$ cat config.mk
export PLATFORM = sky130hd
export DESIGN_NAME = cordic_nco_source
export DESIGN_NICKNAME = d
export VERILOG_FILES = /design/src/rtl/cordic_pkg.sv /design/src/rtl/cordic_nco_source_valid_delay.sv /design/src/rtl/cordic_nco_source.sv
export SDC_FILE = /design/constraint.sdc
export NUM_CORES = 1
export LEC_CHECK = 0
export CAP_MARGIN = 20
export CORE_MARGIN = 5
export CORE_UTILIZATION = 44
export DETAILED_ROUTE_END_ITERATION = 7
export GPL_TIMING_DRIVEN = 0
export PLACE_DENSITY = 0.67
export SYNTH_ARGS = -nofsm -noshare
export SYNTH_HDL_FRONTEND = slang
export SYNTH_SLANG_ARGS = --single-unit
$ cat constraint.sdc
create_clock -name clk -period 6.7 [get_ports clk]
set_input_delay 1.34 -clock clk [delete_from_list [all_inputs] [get_ports clk]]
set_output_delay 1.34 -clock clk [all_outputs]
set_load 0.05 [all_outputs]
$ cat src/rtl/cordic_pkg.sv
// Shared definitions for the CORDIC NCO source: FSM encoding and
// helpers for the gain-compensation constant and pipeline latency.
package cordic_pkg;

    typedef enum logic [1:0] {
        IDLE  = 2'd0,
        RUN   = 2'd1,
        DRAIN = 2'd2
    } state_e;

    // Inverse CORDIC gain 0.607252935 scaled by 2**(w-1), rounded to nearest.
    // Integer arithmetic (scaled by 1e9) keeps this usable as a constant.
    function automatic int kinv(input int w);
        longint unsigned t;
        t = (64'd607252935 << (w - 1)) + 64'd500000000;
        return int'(t / 64'd1000000000);
    endfunction

    // Input-to-output register count of the pipelined rotation CORDIC.
    function automatic int cordic_latency(input int iterations);
        return iterations + 1;
    endfunction

endpackage

$ cat src/rtl/cordic_nco_source_valid_delay.sv
// One-bit valid shift register matched to the CORDIC pipeline depth.
// any_o reports whether any valid will still be inside the line after
// the coming edge, so the owner can finish exactly when the last valid
// leaves the output.
module valid_delay #(
    parameter int depth = 18
) (
    input  logic clk_i,
    input  logic clr_i,
    input  logic in_i,
    output logic out_o,
    output logic any_o
);

    logic [depth-1:0] sr_q;
    logic [depth-1:0] sr_d;

    assign sr_d  = {sr_q[depth-2:0], in_i};
    assign out_o = sr_q[depth-1];
    assign any_o = |sr_d;

    // Shift one stage per cycle; synchronous clear empties the whole line.
    always_ff @(posedge clk_i) begin
        if (clr_i) begin
            sr_q <= '0;
        end else begin
            sr_q <= sr_d;
        end
    end

endmodule

$ cat src/rtl/cordic_nco_source.sv
// NCO front end for the polar-rotation CORDIC: phase accumulator drives z0,
// gain-precompensated amplitude drives x0, y0 is tied to zero. Bursts are
// started/stopped by pulses, and a valid flag is carried alongside the
// CORDIC pipeline so out_valid lines up with the CORDIC results.
module cordic_nco_source
    import cordic_pkg::*;
#(
    parameter int width      = 16,
    parameter int acc_width  = 32,
    parameter int iterations = width + 1,
    parameter int latency    = cordic_latency(iterations),
    parameter int cnt_width  = 16
) (
    input  logic                 clk,
    input  logic                 reset,
    input  logic                 start,
    input  logic                 stop,
    input  logic [cnt_width-1:0] burst_len,
    input  logic                 freq_we,
    input  logic [acc_width-1:0] freq_word,
    input  logic                 phase_we,
    input  logic [width-1:0]     phase_off,
    input  logic                 amp_we,
    input  logic [width-1:0]     amp,
    output logic [width-1:0]     x0,
    output logic [width-1:0]     y0,
    output logic [width-1:0]     z0,
    output logic                 src_valid,
    output logic                 out_valid,
    output logic                 busy,
    output logic                 done
);

    localparam logic signed [width-1:0]   KINV = width'(kinv(width));
    localparam logic signed [2*width-1:0] RND  = (2*width)'(1) << (width - 2);

    state_e               state_q, state_d;
    logic [acc_width-1:0] acc_q, acc_d;
    logic [cnt_width-1:0] cnt_q, cnt_d;
    logic [acc_width-1:0] freq_q, freq_d;
    logic [width-1:0]     phase_off_q, phase_off_d;
    logic [width-1:0]     amp_q, amp_d;
    logic [width-1:0]     x0_q, x0_d;
    logic [width-1:0]     z0_q, z0_d;
    logic                 src_valid_q, src_valid_d;
    logic                 done_q, done_d;

    logic signed [2*width-1:0] prod_w;
    logic                      line_any;

    assign prod_w = $signed(amp_q) * KINV;

    // Next-state logic: config capture, burst FSM and sample generation.
    always_comb begin
        state_d     = state_q;
        acc_d       = acc_q;
        cnt_d       = cnt_q;
        freq_d      = freq_we  ? freq_word : freq_q;
        phase_off_d = phase_we ? phase_off : phase_off_q;
        amp_d       = amp_we   ? amp       : amp_q;
        x0_d        = x0_q;
        z0_d        = z0_q;
        src_valid_d = 1'b0;
        done_d      = 1'b0;

        case (state_q)
            IDLE: begin
                // stop has priority over a simultaneous start
                if (start && !stop) begin
                    state_d = RUN;
                    acc_d   = '0;
                    cnt_d   = '0;
                end
            end
            RUN: begin
                if (stop) begin
                    state_d = DRAIN;
                end else begin
                    z0_d        = acc_q[acc_width-1 -: width] + phase_off_q;
                    x0_d        = width'((prod_w + RND) >>> (width - 1));
                    acc_d       = acc_q + freq_q;
                    cnt_d       = cnt_q + cnt_width'(1);
                    src_valid_d = 1'b1;
                    // burst_len of zero means run until stopped
                    if ((burst_len != '0) && (cnt_q == burst_len - cnt_width'(1))) begin
                        state_d = DRAIN;
                    end
                end
            end
            DRAIN: begin
                // leave as the last in-flight valid emerges; done lands the cycle after
                if (!line_any) begin
                    state_d = IDLE;
                    done_d  = 1'b1;
                end
            end
            default: begin
                state_d = IDLE;
            end
        endcase
    end

    // State and datapath registers with synchronous active-high reset.
    always_ff @(posedge clk) begin
        if (reset) begin
            state_q     <= IDLE;
            acc_q       <= '0;
            cnt_q       <= '0;
            freq_q      <= '0;
            phase_off_q <= '0;
            amp_q       <= '0;
            x0_q        <= '0;
            z0_q        <= '0;
            src_valid_q <= 1'b0;
            done_q      <= 1'b0;
        end else begin
            state_q     <= state_d;
            acc_q       <= acc_d;
            cnt_q       <= cnt_d;
            freq_q      <= freq_d;
            phase_off_q <= phase_off_d;
            amp_q       <= amp_d;
            x0_q        <= x0_d;
            z0_q        <= z0_d;
            src_valid_q <= src_valid_d;
            done_q      <= done_d;
        end
    end

    valid_delay #(
        .depth (latency)
    ) u_valid_delay (
        .clk_i (clk),
        .clr_i (reset),
        .in_i  (src_valid_q),
        .out_o (out_valid),
        .any_o (line_any)
    );

    assign x0        = x0_q;
    assign y0        = '0;
    assign z0        = z0_q;
    assign src_valid = src_valid_q;
    assign busy      = (state_q != IDLE);
    assign done      = done_q;

endmodule
==> results.cfg <==
[sta]
drv_slew = 0
relSlewSlack = 0.407
clock_skew_ns = 0.0220
fin_crit_sh = 0.966
finalSetupViolations = 0
hold_viol_final = 0
setup_tns_ns = 0
tightest_slew_ns = 0.867
fin_hold_ws_ns = 0.464
finalWorstSetupSlack_ns = 0.230
period_needed_ns = 6.47
max_freq_mhz = 155

[run]
drv_cap = 0

[placement]
place_inst = 2058
gp_congestion = 0.912
io_buffers = 119
pre_cts_slack_ns = -0.351
place_hpwl_mm = 28.0

[worst_hold_path]
hold_depth = 2
min_from = z0[3]
min_to = z0[3]
hp-class = register to register

[cts]
htree_levels = 4
cts_buffer_depth = 2
clkLatencyLatePin_ns = 0.45
clkSlewWorstSetupHoldPaths_ns = 0.07
cts_root_buf = clkbuf_16
numCtsBuffers = 17
cts.hold.buffers_added = 0
clock-sinks = 166
cts_tree = done

[logic_synthesis]
synth_ff_type = dfxtp_1
ys.warnings.count = 0
avgSynthCellArea_sq_um = 8.96
ys_top_cells_by_area = dfxtp_1 24%, ha_1 15%, fa_1 13%
synth.top_cell.area_share = 0.243
syn_area_sq_um = 13700
synth_edf_count = 0
ys_seq_elements = 166
synth-async-reset-ratio = 0
synth.yosys.seq_area_share = 0.243
syn_inst = 1528
yosys.area.top_type = dfxtp_1
ys_types = 74

[power_and_ir_drop]
powerDensity_nw_per_um2 = 275
ir_drop_mv = 0.268
power.leakage_nw = 7.70

[route]
drc = 0
wirelength_mm = 34.6
routedWlPerCell_microns = 16.5
dr_total_vias = 11000
first_pass_iters = 4
drt_iter0_drc = 492
vias_per_cell = 5.24
ant_nets = 0

[setup_path]
cp.required_ns = 7.09
slowest_stage = fa_1
critPathKind = register to register
worstPathArrival_ns = 6.86
path_common_cell = inv_1
crit_chain = inv_1, ha_2, inv_1, ha_1, inv_1, fa_1, inv_1, fa_1, fa_1, inv_1, fa_1, inv_1, ha_2, and2_1, or3b_1, inv_2, a211oi_4, or3_1, a2111o_1, nor2_4, a21oi_1, or4_1, nand3_1
crit_fanout = 7
start_kind = register
cp_slowest_stage_delay_ns = 0.58
reg2reg_slack_ns = 0.23
reg2reg_from = amp_q[14]
critPathCaptureType = register
cpLargestDelayFamily = adder cells
r2r_cells = 23
timing.rr.end = x0[15]
path_buf_inv = 7

[layout]
diodes = 0
fin_cells = 2099
drive_gt1_frac = 0.0570
nNetsFinal = 2036
fin_util = 0.530
syn_to_final_growth_pct = 18.8

[floorplanning]
rows = 64
fp.dieW_microns = 186
num_io_pins = 139
core_area_sq_um = 30700
design.die.area_sq_um = 34800
die_h_microns = 186
start_util = 0.447

[global_route]
grt_overflow_total = 0
grt_max_degree = 17
grt_usage = 0.197
grt_pass1_wl_mm = 56.8
grt_antenna_before_repair = 0
grt_pass1_vias = 11100

[outcome]
outcome = complete, no violations
==> repair_timing <==
item	CTS	global route
gates resized for setup	9	41
setup endpoints to repair	5	7
pin swaps	0	9
setup buffers	0	9
==> cell type report <==
cell class                 instances  area [sq um]
inverter                         187           702
tap                              396           495
fill                            2797         14400
clock inverter                    12           143
timing repair buffer             128          1260
clock buffer                      20           437
sequential                       166          3360
multi-input combinational       1129          9590
buffer                            61           289
==> registers in the layout, summed over array words and instances, names as in the netlist <==
signal	flops
cnt_q	16
done	1
z0	16
u_valid_delay.sr_q	18
state_q	2
acc_q	32
amp_q	16
x0	16
phase_off_q	16
freq_q	32
src_valid	1
==> through the flow <==
step | power, mW | instance area [sq um]
finish | 4.48 | 16300
global route | 4.86 | 16300
CTS | 4.37 | 16000
detailed placement | 3.35 | 15400
global placement | 3.31 | 15400
floorplan | 2.83 | 13800
==> worst min-delay path, stage by stage, from the launching register on <==
cell     delay (ns)
dfxtp_1        0.31
nand2_1        0.05
a21oi_1        0.05
==> power by group <==
part | internal (mW) | total [mW] | switching, mW
registers | 1.02 | 1.07 | 0.0436
clock network | 0.556 | 0.993 | 0.437
logic | 1.01 | 2.42 | 1.41
total | 2.59 | 4.48 | 1.89
==> placed cells by master, fill, tap and decap left out, types with 23 or more instances in the layout <==
cell             netlist  final
mux2i_1               66     66
xnor2_1               61     60
buf_4                 16     25
nand3_1               43     42
clkbuf_1              36     39
clkdlybuf4s50_1        0    119
xor2_1                56     56
a21o_1                32     32
a21oi_1               72     71
o21ai_0               33     29
inv_1                186    186
dfxtp_1              166    154
fa_1                  90     90
nor2b_1               23     23
nor2_1               161    161
ha_1                 169    162
nor3_1                30     30
nand2_1               58     58
==> worst max-delay path by stage <==
stage | startpoint | endpoint | cells after the start
2_1_floorplan | amp_q[15] | x0[15] | 20
3_3_place_gp | amp_q[15] | x0[15] | 20
3_5_place_dp | amp_q[15] | x0[15] | 20
4_1_cts | amp_q[12] | x0[15] | 21
5_1_grt | amp_q[11] | x0[15] | 21
6_report | amp_q[14] | x0[15] | 23
==> logic make-up after synthesis <==
kind of cell / synth area share
other: 0.000274
flip-flops: 0.243
buffers and inverters: 0.0723
adder cells (fa/ha/maj): 0.287
XOR/XNOR: 0.0748
AO/OA/AOI/OAI: 0.132
multiplexers: 0.0501
AND/OR/NAND/NOR: 0.141
==> routing by layer <==
metal / GRT usage / vias to the layer above / wire [microns]
met4: 0.0587 / 0 / 951
li1: - / 5506 / -
met2: 0.331 / 213 / 16400
met3: 0.0379 / 49 / 1400
met5: 0 / - / 0
met1: 0.260 / 5241 / 15800
==> synthesized netlist by cell type (3+ instances only) <==
cell	n
fa_1	90
dfxtp_1	166
or4_1	8
a32oi_1	3
a22oi_1	20
xnor2_1	61
nand2_1	58
o211ai_1	6
nor2_1	161
nand3_1	43
buf_4	16
o31ai_1	5
nor2b_1	23
and3_1	8
a22o_1	10
a2111o_1	4
or2_2	3
nor4_1	7
or3_1	13
a21o_1	32
o21a_1	13
nor3_1	30
nand4_1	8
buf_1	9
o21bai_1	9
a211o_1	3
and2_1	9
xor2_1	56
a211oi_1	14
o21ai_0	33
nor3b_1	4
clkbuf_1	36
ha_1	169
nand3b_1	7
a41oi_1	3
nand2b_1	10
o21ai_1	3
o2111a_1	3
a31oi_1	7
a21oi_1	72
mux2i_1	66
inv_1	186
or2_1	3
Power figures use the tool's default switching activity.
